===== config.mk =====
export PLATFORM = sky130hd
export DESIGN_NAME = load_scoreboard_flat
export DESIGN_NICKNAME = d
export VERILOG_FILES = /design/src/rtl/load_scoreboard_if.sv /design/src/rtl/load_scoreboard.sv /design/src/flat_wrapper.sv
export SDC_FILE = /design/constraint.sdc
export NUM_CORES = 1
export LEC_CHECK = 0
export ABC_AREA = 0
export ABC_CLOCK_PERIOD_IN_PS = 7000
export CORE_MARGIN = 10
export CORE_UTILIZATION = 35
export DETAILED_ROUTE_END_ITERATION = 10
export DONT_BUFFER_PORTS = 1
export PLACE_DENSITY = 0.57
export SLEW_MARGIN = 0
export SYNTH_ARGS = -nofsm -noshare
export SYNTH_HDL_FRONTEND = slang
export SYNTH_SLANG_ARGS = --single-unit

===== constraint.sdc =====
create_clock -name clk -period 7 [get_ports clk]
set_clock_uncertainty 0.15 [all_clocks]
set_input_delay 1.75 -clock clk [delete_from_list [all_inputs] [get_ports clk]]
set_output_delay 1.75 -clock clk [all_outputs]
set_load 0.02 [all_outputs]

===== src/rtl/load_scoreboard_if.sv =====
// Decode / memory-response / writeback signal bundle for the load scoreboard.
interface load_scoreboard_if #(
    parameter int MAX_PEND = 4,
    parameter int CNT_W    = 16
);
    localparam int PC_W = $clog2(MAX_PEND) + 1;

    logic             decValid;
    logic [4:0]       decRa1;
    logic [4:0]       decRa2;
    logic             decUsesRa1;
    logic             decUsesRa2;
    logic [4:0]       decRd;
    logic             decRegWrite;
    logic             decIsLoad;
    logic             flush;
    logic             memRespValid;

    logic             decReady;
    logic             issue;
    logic [4:0]       wbLoadRd;
    logic             wbLoadWrite;
    logic [1:0]       hazardCause;
    logic [PC_W-1:0]  pendCount;
    logic [CNT_W-1:0] stallCycles;
    logic             errSticky;

    // Pipeline side: drives decode and memory-response inputs.
    modport master (
        output decValid, decRa1, decRa2, decUsesRa1, decUsesRa2, decRd,
               decRegWrite, decIsLoad, flush, memRespValid,
        input  decReady, issue, wbLoadRd, wbLoadWrite, hazardCause,
               pendCount, stallCycles, errSticky
    );

    // Scoreboard side.
    modport slave (
        input  decValid, decRa1, decRa2, decUsesRa1, decUsesRa2, decRd,
               decRegWrite, decIsLoad, flush, memRespValid,
        output decReady, issue, wbLoadRd, wbLoadWrite, hazardCause,
               pendCount, stallCycles, errSticky
    );
endinterface


===== src/rtl/load_scoreboard.sv =====
// In-order outstanding-load scoreboard: circular tag queue, RAW/WAW/full
// hazard detection for decode, and tag forwarding to writeback on return.
module load_scoreboard #(
    parameter int MAX_PEND = 4,
    parameter int CNT_W    = 16
) (
    input  logic clk,
    input  logic rst_n,
    load_scoreboard_if.slave sb
);
    localparam int PTR_W = $clog2(MAX_PEND);

    logic [PTR_W-1:0]              headPtr, tailPtr;
    logic [PTR_W:0]                count;
    logic [MAX_PEND-1:0][4:0]      tagQ;
    logic [CNT_W-1:0]              stallCnt;
    logic                          errQ;

    logic                          pop, full, enq;
    logic [MAX_PEND-1:0]           pendMask;
    logic                          rawHit, wawHit;
    logic [1:0]                    cause;
    logic                          ready;

    assign pop  = sb.memRespValid && (count != '0);
    assign full = (count == (PTR_W+1)'(MAX_PEND));

    // Mark live entries; the head being popped this cycle no longer blocks.
    always_comb begin
        logic [PTR_W-1:0] offs;
        pendMask = '0;
        for (int i = 0; i < MAX_PEND; i++) begin
            offs        = PTR_W'(i) - headPtr;
            pendMask[i] = ({1'b0, offs} < count) && !(pop && (offs == '0));
        end
    end

    // Compare decode register fields against pending tags; x0 never matches.
    always_comb begin
        rawHit = 1'b0;
        wawHit = 1'b0;
        for (int i = 0; i < MAX_PEND; i++) begin
            if (pendMask[i]) begin
                if (sb.decUsesRa1 && (sb.decRa1 != 5'd0) && (tagQ[i] == sb.decRa1)) rawHit = 1'b1;
                if (sb.decUsesRa2 && (sb.decRa2 != 5'd0) && (tagQ[i] == sb.decRa2)) rawHit = 1'b1;
                if (sb.decRegWrite && (sb.decRd != 5'd0) && (tagQ[i] == sb.decRd))  wawHit = 1'b1;
            end
        end
    end

    // Prioritised hazard cause: RAW, then WAW, then queue full.
    always_comb begin
        cause = 2'b00;
        if (rawHit)                            cause = 2'b01;
        else if (wawHit)                       cause = 2'b10;
        else if (sb.decIsLoad && full && !pop) cause = 2'b11;
    end

    assign ready          = (cause == 2'b00);
    assign enq            = sb.issue && sb.decIsLoad;
    assign sb.hazardCause = cause;
    assign sb.decReady    = ready;
    assign sb.issue       = sb.decValid && ready && !sb.flush;
    assign sb.wbLoadRd    = (count != '0) ? tagQ[headPtr] : 5'd0;
    assign sb.wbLoadWrite = pop && (tagQ[headPtr] != 5'd0);
    assign sb.pendCount   = count;
    assign sb.stallCycles = stallCnt;
    assign sb.errSticky   = errQ;

    // Queue pointers, occupancy and tag storage.
    always_ff @(posedge clk or negedge rst_n) begin
        if (!rst_n) begin
            headPtr <= '0;
            tailPtr <= '0;
            count   <= '0;
            tagQ    <= '0;
        end else begin
            if (enq) begin
                tagQ[tailPtr] <= sb.decRegWrite ? sb.decRd : 5'd0;
                tailPtr       <= tailPtr + 1'b1;
            end
            if (pop) headPtr <= headPtr + 1'b1;
            case ({enq, pop})
                2'b10:   count <= count + 1'b1;
                2'b01:   count <= count - 1'b1;
                default: count <= count;
            endcase
        end
    end

    // Saturating stall counter and sticky empty-response error.
    always_ff @(posedge clk or negedge rst_n) begin
        if (!rst_n) begin
            stallCnt <= '0;
            errQ     <= 1'b0;
        end else begin
            if (sb.decValid && !ready && !sb.flush && (stallCnt != '1))
                stallCnt <= stallCnt + 1'b1;
            if (sb.memRespValid && (count == '0))
                errQ <= 1'b1;
        end
    end
endmodule


===== src/flat_wrapper.sv =====
// flat-port wrapper written by rule: the top's interface ports become plain ports
module load_scoreboard_flat 
#(
    parameter int MAX_PEND = 4,
    parameter int CNT_W    = 16
)
  (clk, rst_n, sb_decValid, sb_decRa1, sb_decRa2, sb_decUsesRa1, sb_decUsesRa2, sb_decRd, sb_decRegWrite, sb_decIsLoad, sb_flush, sb_memRespValid, sb_decReady, sb_issue, sb_wbLoadRd, sb_wbLoadWrite, sb_hazardCause, sb_pendCount, sb_stallCycles, sb_errSticky);
  load_scoreboard_if #(.MAX_PEND(MAX_PEND), .CNT_W(CNT_W)) sb_i ();
  input  logic clk;
  input  logic rst_n;
  input wire logic [$bits(sb_i.decValid)-1:0] sb_decValid;
  input wire logic [$bits(sb_i.decRa1)-1:0] sb_decRa1;
  input wire logic [$bits(sb_i.decRa2)-1:0] sb_decRa2;
  input wire logic [$bits(sb_i.decUsesRa1)-1:0] sb_decUsesRa1;
  input wire logic [$bits(sb_i.decUsesRa2)-1:0] sb_decUsesRa2;
  input wire logic [$bits(sb_i.decRd)-1:0] sb_decRd;
  input wire logic [$bits(sb_i.decRegWrite)-1:0] sb_decRegWrite;
  input wire logic [$bits(sb_i.decIsLoad)-1:0] sb_decIsLoad;
  input wire logic [$bits(sb_i.flush)-1:0] sb_flush;
  input wire logic [$bits(sb_i.memRespValid)-1:0] sb_memRespValid;
  output wire logic [$bits(sb_i.decReady)-1:0] sb_decReady;
  output wire logic [$bits(sb_i.issue)-1:0] sb_issue;
  output wire logic [$bits(sb_i.wbLoadRd)-1:0] sb_wbLoadRd;
  output wire logic [$bits(sb_i.wbLoadWrite)-1:0] sb_wbLoadWrite;
  output wire logic [$bits(sb_i.hazardCause)-1:0] sb_hazardCause;
  output wire logic [$bits(sb_i.pendCount)-1:0] sb_pendCount;
  output wire logic [$bits(sb_i.stallCycles)-1:0] sb_stallCycles;
  output wire logic [$bits(sb_i.errSticky)-1:0] sb_errSticky;
  assign sb_i.decValid = sb_decValid;
  assign sb_i.decRa1 = sb_decRa1;
  assign sb_i.decRa2 = sb_decRa2;
  assign sb_i.decUsesRa1 = sb_decUsesRa1;
  assign sb_i.decUsesRa2 = sb_decUsesRa2;
  assign sb_i.decRd = sb_decRd;
  assign sb_i.decRegWrite = sb_decRegWrite;
  assign sb_i.decIsLoad = sb_decIsLoad;
  assign sb_i.flush = sb_flush;
  assign sb_i.memRespValid = sb_memRespValid;
  assign sb_decReady = sb_i.decReady;
  assign sb_issue = sb_i.issue;
  assign sb_wbLoadRd = sb_i.wbLoadRd;
  assign sb_wbLoadWrite = sb_i.wbLoadWrite;
  assign sb_hazardCause = sb_i.hazardCause;
  assign sb_pendCount = sb_i.pendCount;
  assign sb_stallCycles = sb_i.stallCycles;
  assign sb_errSticky = sb_i.errSticky;
  load_scoreboard #(.MAX_PEND(MAX_PEND), .CNT_W(CNT_W)) u_core (.clk(clk), .rst_n(rst_n), .sb(sb_i));
endmodule

==> summary.txt <==
Run status
  • Outcome: finished clean

Power
  • P_leak: roughly 1.5 nW
  • VDD IR-drop max: 139 uV
  • Power density cells: 389 nW/um^2

Clocking
  • Clock Tree Buf Depth: 2
  • H-tree levels: 2
  • Root Buffer: clkbuf_8
  • Post-CTS setup buffers: 0
  • Clk pin slew, worst setup/hold paths: 90 ps
  • CTS Hold Buffers Added: 0
  • Clock latency on the worst-skew pair: approximately 300 ps
  • CTS tree: yes
  • CTS sink cnt: 44
  • CTS Buf Count: 5
  • Post-cts gate resize count: 0

Global routing
  • Largest net degree at the start of global routing: 45
  • GR Util All Layers: 0.120
  • Initial antenna violation count: 0
  • First-pass GRT wire length: about 14 mm
  • Number of global-route vias before repair: 2317
  • GRT overflow: 0

Final layout
  • Antenna Cells: 0
  • Final Non-Filler Cells: approximately 440
  • Area grow syn2layout: 3.96%
  • Most frequent cells in the layout: 44 x dfrtp_1, 41 x xnor2_1, 39 x xor2_1
  • Layout cells sized above 1: 0.170
  • Most common cell after layout, fill and taps aside: dfrtp_1
  • Nets: between 300 and 400
  • Area of the multi-input gates: ~2100 um^2
  • Layout fillers: about 950
  • Seq. cell area: 1100 um^2

Synthesis
  • Share of the synthesized area in the top cell type: 0.322
  • Post-synth ARST share: 1.00
  • Simple-gate share of the synthesized area: 0.160
  • Seq/Total Area, Yosys: 0.322
  • Synth Flop Type: dfrtp_1
  • Cells after synthesis: 321
  • XOR/XNOR Fraction of Synth Area: 0.205
  • Post-synth cell types: 44
  • Post-synthesis compound-gate area fraction: 0.0751
  • Avg Cell Area, Syn: 10.6 um^2
  • Post-synthesis cell area: approximately 3400 um^2
  • Post-Synth Adder-Cell Area: 0.0571
  • EDFF count, synth: 0
  • Synth top area cells: dfrtp_1 32%, xnor2_1 11%, xor2_1 10%
  • Flops & latches, synth: 44
  • Largest family of logic cells by synthesized area: XOR/XNOR gates
  • Yosys warns: 0
  • Synth Net Count: 360
  • Multiplexer area fraction after synthesis: 0.124
  • Leading area contributor after synthesis: dfrtp_1

Worst setup path
  • Worst reg2reg endpoint: u_core.sb.pendCount[1]
  • CP dominant cell by count: inv_1
  • Crit start category: register
  • Critical Path, Cell by Cell: inv_1 -> ha_1 -> inv_1 -> ha_1 -> inv_1 -> o311ai_2 -> nor4_1 -> nor4_1 -> o21ai_4 -> nor2_1 -> and2_1
  • Delay-heaviest family, CP: simple AND/OR/NAND/NOR gates
  • Worst setup endpoint: sb_issue
  • Crit end category: output port
  • CP Class: reg -> out
  • Req. time, crit path: around 5100 ps
  • Reg2Reg Depth: 15
  • Peak fanout along the critical path: 11
  • Crit path launch: u_core.headPtr[0]
  • Crit path max-delay cell type: dfrtp_1
  • Worst r2r src: u_core.headPtr[0]
  • R2R setup slack: between 2000 and 3000 ps
  • Crit. path cell count: 11
  • CP bufs+invs: 3
  • Crit-path max cell delay: between 600 and 700 ps
  • CP arrival: 3930 ps

Die
  • Initial Util: 0.364
  • Die Ht: around 120 um
  • Core area: ~9400 um^2
  • Ports: 54
  • Die width: 119 um
  • Row cnt: 35
  • Die ar.: around 14000 um^2

Placement
  • Placed cells: about 430
  • Routability congestion estimate from global placement: approximately 0.84
  • DP HPWL: 6.59 mm
  • IO buf count: 0

Route
  • ANT nets after route: 0
  • Initial DRC Count: 163
  • Vias per inst: 5.21
  • Number of remaining DRC errors: 0
  • WL/cell: roughly 19 um
  • 1st-pass router iterations: 4
  • Met2 WL post-DR: roughly 4.2 mm
  • Met1 wire length: roughly 3.6 mm
  • DR vias: 2268
  • Uppermost routed layer: met4
  • Metal3 WL: roughly 580 um
  • Total Wirelength: 8.45 mm

STA
  • Final hold violation count: 0
  • Actual slew at the worst max-slew pin: roughly 750 ps
  • Fmax: around 170 MHz
  • Rel. slew slack: 0.503
  • Post-route clock period utilization: 0.833
  • Final-report setup violation count: 0
  • Unrepaired setup endpoints after global routing: no
  • Slew Limit Fails: 0
  • Setup_tns: 0 ps
  • Tmin final: roughly 5800 ps

Flow run
  • Max-cap violations: 0

Worst hold path
  • Min-Delay Path Class: reg -> reg
## sequential cells by signal, indices dropped and copies added, names as in the netlist
name and cells:
u_core.tagQ 20, u_core.sb.stallCycles 16, u_core.sb.pendCount 3, u_core.headPtr 2, u_core.tailPtr 2, u_core.sb.errSticky 1
## Yosys cell counts (3+ instances only)
cell type	number
nor2b_1	9
and2_1	6
or4_1	4
o21ai_0	3
xnor2_1	41
dfrtp_1	44
buf_2	5
nand2_1	13
clkbuf_1	11
mux2_4	20
nand3_1	17
nor4_1	18
nand4_1	3
buf_6	6
o21bai_2	3
inv_1	13
and2_4	4
ha_1	14
nor2_1	11
xor2_1	39
mux4_2	5
## power by group
| group | internal (W) | switching, W |
|---|---|---|
| Clock | 0.000108 | 0.0000968 |
| Combinational | 0.000331 | 0.000308 |
| Sequential | 0.000330 | 0.000209 |
## area by class of cell
type                    instances  area share
clock buffers                   5      0.0194
clock inverters                 3      0.0130
inverters                      13      0.0137
multi-input cells             241       0.598
flip-flops and latches         44       0.310
well taps                     129      0.0455
## worst min path at each step
stage | start | to | slack (ps) | cells past startpoint
after floorplan | u_core.sb.errSticky | u_core.sb.errSticky | 420 | 1
after global placement | u_core.tailPtr[1] | u_core.tailPtr[1] | 460 | 2
after detailed placement | u_core.sb.errSticky | u_core.sb.errSticky | 470 | 1
after CTS | u_core.sb.errSticky | u_core.sb.errSticky | 490 | 1
after global routing | u_core.sb.errSticky | u_core.sb.errSticky | 510 | 1
final | u_core.sb.errSticky | u_core.sb.errSticky | 470 | 1
## cell families after synthesis
logic type | after synthesis
AND/OR/NAND/NOR | 95
XOR/XNOR | 80
flip-flops | 44
buffers and inverters | 36
multiplexers | 26
AO/OA/AOI/OAI | 25
adder cells (fa/ha/maj) | 15
## metrics by stage
| step | hold WS [ps] | setup WS [ps] | utilization | power, W | area (um^2) |
|---|---|---|---|---|---|
| after global routing | 515 | 934 | 0.379 | 0.00149 | 3550 |
| after CTS | 493 | 1100 | 0.379 | 0.00140 | 3550 |
| after detailed placement | 469 | 1320 | 0.367 | 0.00119 | 3440 |
| final | 473 | 1170 | 0.379 | 0.00138 | 3550 |
| after global placement | 458 | 1290 | 0.367 | 0.00119 | 3440 |
| after floorplan | 415 | 1440 | - | 0.00104 | 3420 |
## routing by layer
layer,vias up,track usage
li1,1075,-
met1,1133,0.147
met2,52,0.200
met3,8,0.0395
met4,0,0.0244
met5,-,0
Note: power is estimated with default switching activity, not from simulation.
